$ cat src/rtl/sa_out_drain_if.sv
// Output byte stream of sa_out_drain: valid/ready handshake carrying one requantized lane per beat.
// master = producer (the drain), slave = consumer.
interface sa_out_drain_if;
    logic       out_valid;
    logic       out_ready;
    logic [7:0] out_data;
    logic [3:0] out_lane;
    logic       out_last;

    modport master (
        output out_valid,
        output out_data,
        output out_lane,
        output out_last,
        input  out_ready
    );

    modport slave (
        input  out_valid,
        input  out_data,
        input  out_lane,
        input  out_last,
        output out_ready
    );
endinterface

$ cat src/rtl/sa_out_drain.sv
// Ping-pong drain of systolic-array psum columns: captures LANES psums, requantizes to 8 bits and
// streams one byte per beat. Define OUT_RELU_EN to clamp negative results to zero before saturation.
module sa_out_drain #(
    parameter int unsigned LANES = 16,
    parameter int unsigned ACCW  = 24
) (
    input  logic                  clk,
    input  logic                  rst,
    input  logic                  enable,
    input  logic                  cap,
    input  logic [LANES*ACCW-1:0] psums,
    input  logic [4:0]            qshift,
    sa_out_drain_if.master        stream,
    output logic                  busy,
    output logic                  ovf,
    output logic [15:0]           sat_cnt
);
    localparam int unsigned LW = $clog2(LANES);
    localparam int unsigned PW = LW + 1;
    localparam int unsigned XW = ACCW + 1;

    localparam logic signed [XW-1:0] SatMax = XW'(127);
    localparam logic signed [XW-1:0] SatMin = -XW'(128);

    typedef enum logic [0:0] {StIdle, StStream} state_e;

    logic [ACCW-1:0] bank_q    [2][LANES];
    logic [4:0]      bank_qs_q [2];
    logic [1:0]      full_q;
    logic            wr_q;
    logic            rd_q;
    logic [PW-1:0]   ptr_q;
    state_e          state_q;

    logic            out_valid_q;
    logic [7:0]      out_data_q;
    logic [3:0]      out_lane_q;
    logic            out_last_q;
    logic            ovf_q;
    logic [15:0]     sat_cnt_q;

    logic [ACCW-1:0]       lane_val;
    logic [4:0]            sh;
    logic signed [XW-1:0]  ext;
    logic signed [XW-1:0]  rnd;
    logic signed [XW-1:0]  shifted;
    logic [7:0]            qbyte;
    logic                  qsat;
    logic                  slot;
    logic                  can_load;
    logic                  release_col;

    // Requantize the lane the pointer currently addresses in the read bank.
    always_comb begin
        lane_val = bank_q[rd_q][ptr_q[LW-1:0]];
        sh       = bank_qs_q[rd_q];
        ext      = {lane_val[ACCW-1], lane_val};
        rnd      = ext;
        shifted  = ext;
        if (sh != 5'd0) begin
            rnd     = ext + (XW'(1) << (sh - 5'd1));
            shifted = rnd >>> sh;
        end
        qsat  = 1'b0;
        qbyte = shifted[7:0];
`ifdef OUT_RELU_EN
        if (shifted < 0) begin
            qbyte = 8'h00;
        end else if (shifted > SatMax) begin
            qbyte = 8'h7f;
            qsat  = 1'b1;
        end
`else
        if (shifted > SatMax) begin
            qbyte = 8'h7f;
            qsat  = 1'b1;
        end else if (shifted < SatMin) begin
            qbyte = 8'h80;
            qsat  = 1'b1;
        end
`endif
    end

    always_comb begin
        slot        = !out_valid_q || stream.out_ready;
        can_load    = enable && full_q[rd_q] && (ptr_q != PW'(LANES)) && slot;
        // All lanes loaded and the last one is gone (or leaving now): free the bank.
        release_col = enable && (state_q == StStream) && (ptr_q == PW'(LANES)) && slot;
    end

    always_ff @(posedge clk) begin
        if (rst) begin
            full_q      <= 2'b00;
            wr_q        <= 1'b0;
            rd_q        <= 1'b0;
            ptr_q       <= '0;
            state_q     <= StIdle;
            out_valid_q <= 1'b0;
            out_data_q  <= 8'h00;
            out_lane_q  <= 4'h0;
            out_last_q  <= 1'b0;
            ovf_q       <= 1'b0;
            sat_cnt_q   <= 16'h0000;
        end else begin
            // The consumer can always retire a pending beat, even while frozen.
            if (out_valid_q && stream.out_ready) begin
                out_valid_q <= 1'b0;
            end

            if (enable) begin
                if (cap) begin
                    if (!full_q[wr_q]) begin
                        for (int i = 0; i < int'(LANES); i++) begin
                            bank_q[wr_q][i] <= psums[i*ACCW +: ACCW];
                        end
                        bank_qs_q[wr_q] <= qshift;
                        full_q[wr_q]    <= 1'b1;
                        wr_q            <= ~wr_q;
                    end else begin
                        ovf_q <= 1'b1;
                    end
                end

                if (can_load) begin
                    out_valid_q <= 1'b1;
                    out_data_q  <= qbyte;
                    out_lane_q  <= ptr_q[LW-1:0];
                    out_last_q  <= (ptr_q == PW'(LANES - 1));
                    ptr_q       <= ptr_q + PW'(1);
                    if (qsat) begin
                        sat_cnt_q <= sat_cnt_q + 16'd1;
                    end
                end

                unique case (state_q)
                    StIdle: begin
                        if (can_load) begin
                            state_q <= StStream;
                        end
                    end
                    StStream: begin
                        if (release_col) begin
                            full_q[rd_q] <= 1'b0;
                            rd_q         <= ~rd_q;
                            ptr_q        <= '0;
                            state_q      <= StIdle;
                        end
                    end
                    default: state_q <= StIdle;
                endcase
            end
        end
    end

    assign stream.out_valid = out_valid_q;
    assign stream.out_data  = out_data_q;
    assign stream.out_lane  = out_lane_q;
    assign stream.out_last  = out_last_q;

    assign busy    = full_q[0] | full_q[1] | out_valid_q;
    assign ovf     = ovf_q;
    assign sat_cnt = sat_cnt_q;
endmodule

$ cat src/flat_wrapper.sv
// flat-port wrapper written by rule: the top's interface ports become plain ports
module sa_out_drain_flat 
#(
    parameter int unsigned LANES = 16,
    parameter int unsigned ACCW  = 24
)
  (clk, rst, enable, cap, psums, qshift, busy, ovf, sat_cnt, stream_out_valid, stream_out_data, stream_out_lane, stream_out_last, stream_out_ready);
  sa_out_drain_if stream_i ();
  input  logic clk;
  input  logic rst;
  input  logic enable;
  input  logic cap;
  input  logic [LANES*ACCW-1:0] psums;
  input  logic [4:0] qshift;
  output logic busy;
  output logic ovf;
  output logic [15:0] sat_cnt;
  output wire logic [$bits(stream_i.out_valid)-1:0] stream_out_valid;
  output wire logic [$bits(stream_i.out_data)-1:0] stream_out_data;
  output wire logic [$bits(stream_i.out_lane)-1:0] stream_out_lane;
  output wire logic [$bits(stream_i.out_last)-1:0] stream_out_last;
  input wire logic [$bits(stream_i.out_ready)-1:0] stream_out_ready;
  assign stream_out_valid = stream_i.out_valid;
  assign stream_out_data = stream_i.out_data;
  assign stream_out_lane = stream_i.out_lane;
  assign stream_out_last = stream_i.out_last;
  assign stream_i.out_ready = stream_out_ready;
  sa_out_drain #(.LANES(LANES), .ACCW(ACCW)) u_core (.clk(clk), .rst(rst), .enable(enable), .cap(cap), .psums(psums), .qshift(qshift), .stream(stream_i), .busy(busy), .ovf(ovf), .sat_cnt(sat_cnt));
endmodule
$ cat config.mk
export PLATFORM = sky130hd
export DESIGN_NAME = sa_out_drain_flat
export DESIGN_NICKNAME = d
export VERILOG_FILES = /design/src/rtl/sa_out_drain_if.sv /design/src/rtl/sa_out_drain.sv /design/src/flat_wrapper.sv
export SDC_FILE = /design/constraint.sdc
export NUM_CORES = 1
export LEC_CHECK = 0
export CAP_MARGIN = 10
export CORE_ASPECT_RATIO = 1.2
export CORE_MARGIN = 3
export CORE_UTILIZATION = 65
export CTS_BUF_LIST = sky130_fd_sc_hd__clkbuf_8
export DETAILED_ROUTE_END_ITERATION = 8
export DONT_BUFFER_PORTS = 1
export PLACE_DENSITY_LB_ADDON = 0.25
export SLEW_MARGIN = 30
export SYNTH_ARGS = -nofsm -noshare
export SYNTH_HDL_FRONTEND = slang
export SYNTH_SLANG_ARGS = --single-unit
$ cat constraint.sdc
create_clock -name clk -period 126.5 [get_ports clk]
set_clock_uncertainty 0.15 [all_clocks]
set_input_delay 18.975 -clock clk [delete_from_list [all_inputs] [get_ports clk]]
set_output_delay 18.975 -clock clk [all_outputs]
set_load 0.02 [all_outputs]
==> flow_summary.yaml, run 1 <==
outcome:
  status: "finished clean"
timing:
  slew_viol_final: 0
  period_share_pct: 17.4
  timing.fmax_mhz: 45.5
  hold_viol_final: 0
  fin_crit_ns: 21.98
  worst_slew_pin_slew_ns: 0.981
  rsz0062_at_grt: "false"
  slew-limit-headroom_pct: 34.6
  tns_ns: 0
  setup_viol: 0
clock_network:
  cts_tree: "built"
  clockBufferDepth: 3
  root_buffer: "clkbuf_8"
  cts_sinks: 820
  cts_resized: 0
  cts_setup_buffers: 0
  cts_buffers: 115
  htree_levels: 3
  clk_pin_slew_worst_paths_ns: 0.06
  cts_hold_repair.buffers: 0
  clk_latency_ns: 0.73
layout:
  syn2layout_area_growth_pct: 7.98
  design_area_um2: 38400
  layout_commonest_cell: "edfxtp_1"
  final_nets: 2529
  drive_above_1_share_pct: 21.2
  layout_common_cells: "edfxtp_1, mux4_2, nand2_1"
critical_path:
  crit_path_end_kind: "flip-flop"
  worst-path-max-fanout: 84
  ff2ff_setup_slack_ns: 116.95
  cp-start-kind: "input pin"
  r2r-end: "u_core.sat_cnt[6]"
  regToRegStartpoint: "u_core.ptr_q[0]"
  cp.required_ns: 126.69
  crit_type: "input pin to flip-flop"
  critPathArrivalTime_ns: 22.17
  reg2reg_depth: 21
detailed_routing:
  vias_per_cell: 6.86
  drc: 0
  drt_pass1_iterations: 6
  drtIter0Drc: 2113
  ant_nets: 0
  routedWlPerCell_um: 29.9
  wl_um: 87200
  vias: 20000
floorplanning:
  core_um2: 53900
  initial_core_util_pct: 66.0
  die_area_um2: 57600
  io_pins: 426
  rows: 93
  die_h_um: 262
  die_w_um: 220
placed_design:
  postPlaceCellArea_um2: 36200
  place_congestion: 0.953
  dp_hpwl_um: 60700
  port_buffers: 0
logic_synthesis:
  seq_area_frac_synth_pct: 68.1
  synth_flop_cell: "edfxtp_1"
  async_flop_share_pct: 0
  syn_area_um2: 35600
  synth_edf_count: 778
  synth_nets: 2492
  syn_avg_cell_area_um2: 17.2
  netlist_instances: 2069
  synth_warnings: 0
  ys_seq_elements: 820
  synth_cell_types: 87
power:
  powerDensity_nw_per_um2: 13.6
  p_leak_nw: 11.9
  peakVddDrop_mv: 0.0136
hold_path:
  hp-class: "flip-flop to flip-flop"
  min_to: "u_core.state_q"
  min_from: "u_core.state_q"
  hold_path_depth: 2
global_route:
  gr-total-overflow: 0
  grt_max_degree: 85
  antenna_found_initial: 3
  grt_pass1_vias: 20800
  grt_usage_pct: 30.5
  grt_pass1_wl_um: 130000
job:
  maxCapViolCount: 0
worst max-delay path by stage:
stage / start / endpoint / slack (ns) / cells past startpoint
finish: cap / u_core.bank_q[0][107] / 104.52 / 6
detailed placement: cap / u_core.bank_q[0][108] / 103.35 / 6
CTS: cap / u_core.bank_q[0][108] / 104.13 / 6
global placement: cap / u_core.bank_q[0][107] / 103.14 / 6
global route: cap / u_core.bank_q[0][107] / 104.33 / 6
floorplan: rst / u_core.bank_q[1][0] / 65.60 / 2
worst max-delay path, cell delays in order:
cell,delay [ns]
nand2_1,0.11
or3_1,0.40
nor2_4,0.54
buf_6,0.61
buf_6,0.70
buf_6,0.64
per-stage QoR:
step | worst slack (ns) | cells | power [mW] | utilization (%) | hold slack [ns]
CTS | 104.13 | 2911 | 0.526 | 71.2 | 0.345
global route | 104.33 | 2913 | 0.540 | 71.3 | 0.373
floorplan | 65.60 | 2069 | 0.334 | - | 0.291
finish | 104.52 | 2913 | 0.522 | 71.3 | 0.349
detailed placement | 103.35 | 2700 | 0.338 | 67.2 | 0.320
global placement | 103.14 | 2700 | 0.337 | 67.2 | 0.306
cell type report:
type / count / area, µm²
sequential: 820 / 24200
antenna: 1 / 2.50
multi-input combinational: 1115 / 10700
fill: 3159 / 15500
tap: 712 / 891
clock buffer: 117 / 1610
inverter: 17 / 63.8
clock inverter: 94 / 543
timing repair buffer: 37 / 324
logic make-up after synthesis:
logic type | synth area share [%]
flip-flops | 68.1
AND/OR/NAND/NOR | 6.20
multiplexers | 16.6
AO/OA/AOI/OAI | 5.82
buffers and inverters | 1.82
adder cells (fa/ha/maj) | 1.04
XOR/XNOR | 0.468
sequential cells by signal, summed over array words and instances (netlist names), named ones only:
name and cells:
u_core.stream.out_valid 1, u_core.stream.out_last 1, u_core.state_q 1, u_core.bank_q 768, u_core.rd_q 1, u_core.stream.out_lane 4, u_core.stream.out_data 8, u_core.ovf 1
u_core.full_q 2, u_core.bank_qs_q 10, u_core.ptr_q 5, u_core.sat_cnt 16, u_core.wr_q 1
synth_stat cells, drive strengths merged (7+ instances only):
| cell | number | share of area, % |
|---|---|---|
| dfxtp | 42 | 2.4 |
| inv | 16 | 0.17 |
| nand2 | 124 | 1.3 |
| nor2b | 16 | 0.28 |
| nand3 | 43 | 0.61 |
| o21ai | 63 | 0.90 |
| and3 | 9 | 0.16 |
| mux4 | 219 | 14 |
| nand4 | 28 | 0.49 |
| or3 | 12 | 0.21 |
| buf | 59 | 1.0 |
| mux2 | 38 | 1.3 |
| o221ai | 10 | 0.25 |
| clkbuf | 58 | 0.61 |
| mux2i | 50 | 1.4 |
| a22oi | 11 | 0.23 |
| nor3 | 53 | 0.79 |
| o211ai | 22 | 0.46 |
| nor4 | 10 | 0.18 |
| ha | 28 | 0.99 |
| o31ai | 7 | 0.15 |
| a21oi | 71 | 1.0 |
| nand2b | 10 | 0.18 |
| a31oi | 9 | 0.16 |
| a211oi | 25 | 0.54 |
| edfxtp | 778 | 66 |
| xnor2 | 14 | 0.34 |
| nor2 | 117 | 1.2 |
metal layers:
metal / vias to the layer above / wire length [µm] / track usage [%]
li1: 8600 / - / -
met4: 4 / 2940 / 11.1
met1: 10200 / 30900 / 38.3
met2: 1055 / 44400 / 50.4
met3: 186 / 8910 / 9.72
met5: - / 23 / 0
power breakdown:
| part | leakage, nW | total (mW) | internal [mW] | switching [mW] |
|---|---|---|---|---|
| clock network | 1.25 | 0.190 | 0.0949 | 0.0950 |
| logic | 3.27 | 0.0273 | 0.0107 | 0.0166 |
| registers | 7.40 | 0.305 | 0.303 | 0.00213 |
(Power assumes the default switching activity.)
==> inputs of run 2 (changes only) <==
- clock period: 126.5 -> 22.8 ns (I/O delays scaled with it)
==> run 2 against run 1 <==
  * Register-to-register slack got worse by 100 ns
  * Sequential share of layout area decreased by 0.28 points
  * Final cell count increased by 0.14%
  * Critical path depth up 13
  * Clock-buffer cell count up 2
  * First-iteration DRC count grew 9.2%
  * Wire length up 1.2%
  * Hold slack worse by 0.018 ns
  * Flip-flop and latch count unchanged
  * Clock power grew to 5.8 times the previous value
  * Cell area increased by 0.45%
==> flow_summary.yaml, run 2 (same netlist as run 1, synthesis figures left out) <==
placed_design:
  port_buffers: 0
  postPlaceCellArea_um2: 36200
  dp_hpwl_um: 60900
  place_ws_ns: 13.92
  dp_cells: 2696
  place_congestion: 0.951
timing:
  hold_viol_final: 0
  period_share_pct: 39.1
  slew-limit-headroom_pct: 32.2
  worst_slew_pin_slew_ns: 1.01
  fin_crit_ns: 8.91
  rsz0062_at_grt: "false"
  worst_slack_ns: 13.89
  timing.fmax_mhz: 112
  tns_ns: 0
  holdWs_ns: 0.330
  setup_viol: 0
  slew_viol_final: 0
global_route:
  grt_max_degree: 173
  grt_pass1_wl_um: 130000
  grt_usage_pct: 30.7
  grt_pass1_vias: 20900
  antenna_found_initial: 2
  gr-total-overflow: 0
layout:
  final_util_pct: 71.6
  seq_area_um2: 24200
  layout_commonest_cell: "edfxtp_1"
  design_area_um2: 38600
  syn2layout_area_growth_pct: 8.46
  largest_reg_flops: 768
  fin_cells: 2917
  multiInputGateArea_um2: 10800
  layout_common_cells: "edfxtp_1, mux4_2, nand2_1"
  final_nets: 2526
  largest-register: "u_core.bank_q"
  num-fill-cells: 3112
  drive_above_1_share_pct: 21.8
clock_network:
  root_buffer: "clkbuf_8"
  clk_latency_ns: 0.76
  clk_pin_slew_worst_paths_ns: 0.06
  htree_levels: 3
  cts_setup_buffers: 0
  cts_buffers: 115
  clockBufferDepth: 3
  cts_hold_repair.buffers: 0
  cts_tree: "built"
  cts_sinks: 820
  cts_resized: 0
power:
  peakVddDrop_mv: 0.0823
  p_leak_nw: 11.9
  powerDensity_nw_per_um2: 76.3
  finalPower_mw: 2.94
critical_path:
  crit_path_end_kind: "flip-flop"
  cp.required_ns: 23.26
  worst-path-max-fanout: 47
  cp-start-kind: "flip-flop"
  crit_type: "flip-flop to flip-flop"
  critPathArrivalTime_ns: 9.37
detailed_routing:
  drt_pass1_iterations: 6
  vias: 20100
  ant_nets: 0
  vias_per_cell: 6.88
  drtIter0Drc: 2307
  drc: 0
  routedWlPerCell_um: 30.2
  wl_um: 88200
job:
  maxCapViolCount: 0
floorplanning:
  initial_core_util_pct: 66.0
  io_pins: 426
  die_w_um: 220
  die_h_um: 262
  core_um2: 53900
  die_area_um2: 57600
  rows: 93
outcome:
  status: "finished clean"
hold_path:
  hp-class: "flip-flop to flip-flop"
## run 2: cell count changes in the layout (fill, tap and decap cells not counted), moves of 2 or more
cell / previous run / this run
buf_16: 0 / 4
buf_4: 27 / 25
buf_6: 9 / 3
bufinv_16: 4 / 6
clkbuf_8: 117 / 119
clkinv_1: 29 / 32
clkinv_2: 12 / 20
diode_2: 1 / 6
inv_1: 58 / 44
## run 2: power breakdown
| part | leakage (nW) | internal, mW | switching (mW) |
|---|---|---|---|
| clock network | 1.27 | 0.560 | 0.538 |
| registers | 7.40 | 1.68 | 0.0117 |
| logic | 3.28 | 0.0593 | 0.0932 |
| total | 11.9 | 2.30 | 0.643 |
## run 2: final timing paths
kind / start / endpoint / slack [ns] / depth (start not counted)
worst max-delay path: flip-flop / u_core.sat_cnt[6] / 13.89 / 19
worst min-delay path: u_core.state_q / u_core.state_q / 0.33 / 2
worst max register to register: flip-flop / u_core.sat_cnt[6] / 13.89 / 19
worst min register to register: u_core.state_q / u_core.state_q / 0.33 / 2
## run 2: layout make-up
type	count	share of cell area (%)
clock inverter	94	1.60
clock buffer	119	4.25
timing repair buffer	34	0.963
tap	712	2.31
antenna	6	0.0389
inverter	17	0.165
multi-input combinational	1115	27.9
sequential	820	62.8
## run 2: layer usage
| layer | vias to the layer above | track usage (%) | routed length [µm] |
|---|---|---|---|
| met5 | - | 0 | 0 |
| met4 | 0 | 12.8 | 3830 |
| met3 | 235 | 10.9 | 9380 |
| met2 | 1081 | 50.2 | 44500 |
| met1 | 10100 | 37.3 | 30500 |
| li1 | 8609 | - | - |
## run 2: critical path, stage by stage (launching register included)
cell      delay (ns)
dfxtp_4         0.69
buf_4           0.79
buf_4           0.82
mux4_2          0.61
mux4_2          0.48
mux2_2          0.32
ha_1            0.43
o21ai_1         0.13
a22o_1          0.29
nor3_2          0.32
o211ai_1        0.16
a211oi_2        0.42
mux2i_1         0.66
nand2_1         0.20
a22oi_1         0.25
nand2_1         0.12
or4_1           0.59
o21ai_2         0.72
nor4_1          0.18
mux2_4          0.34
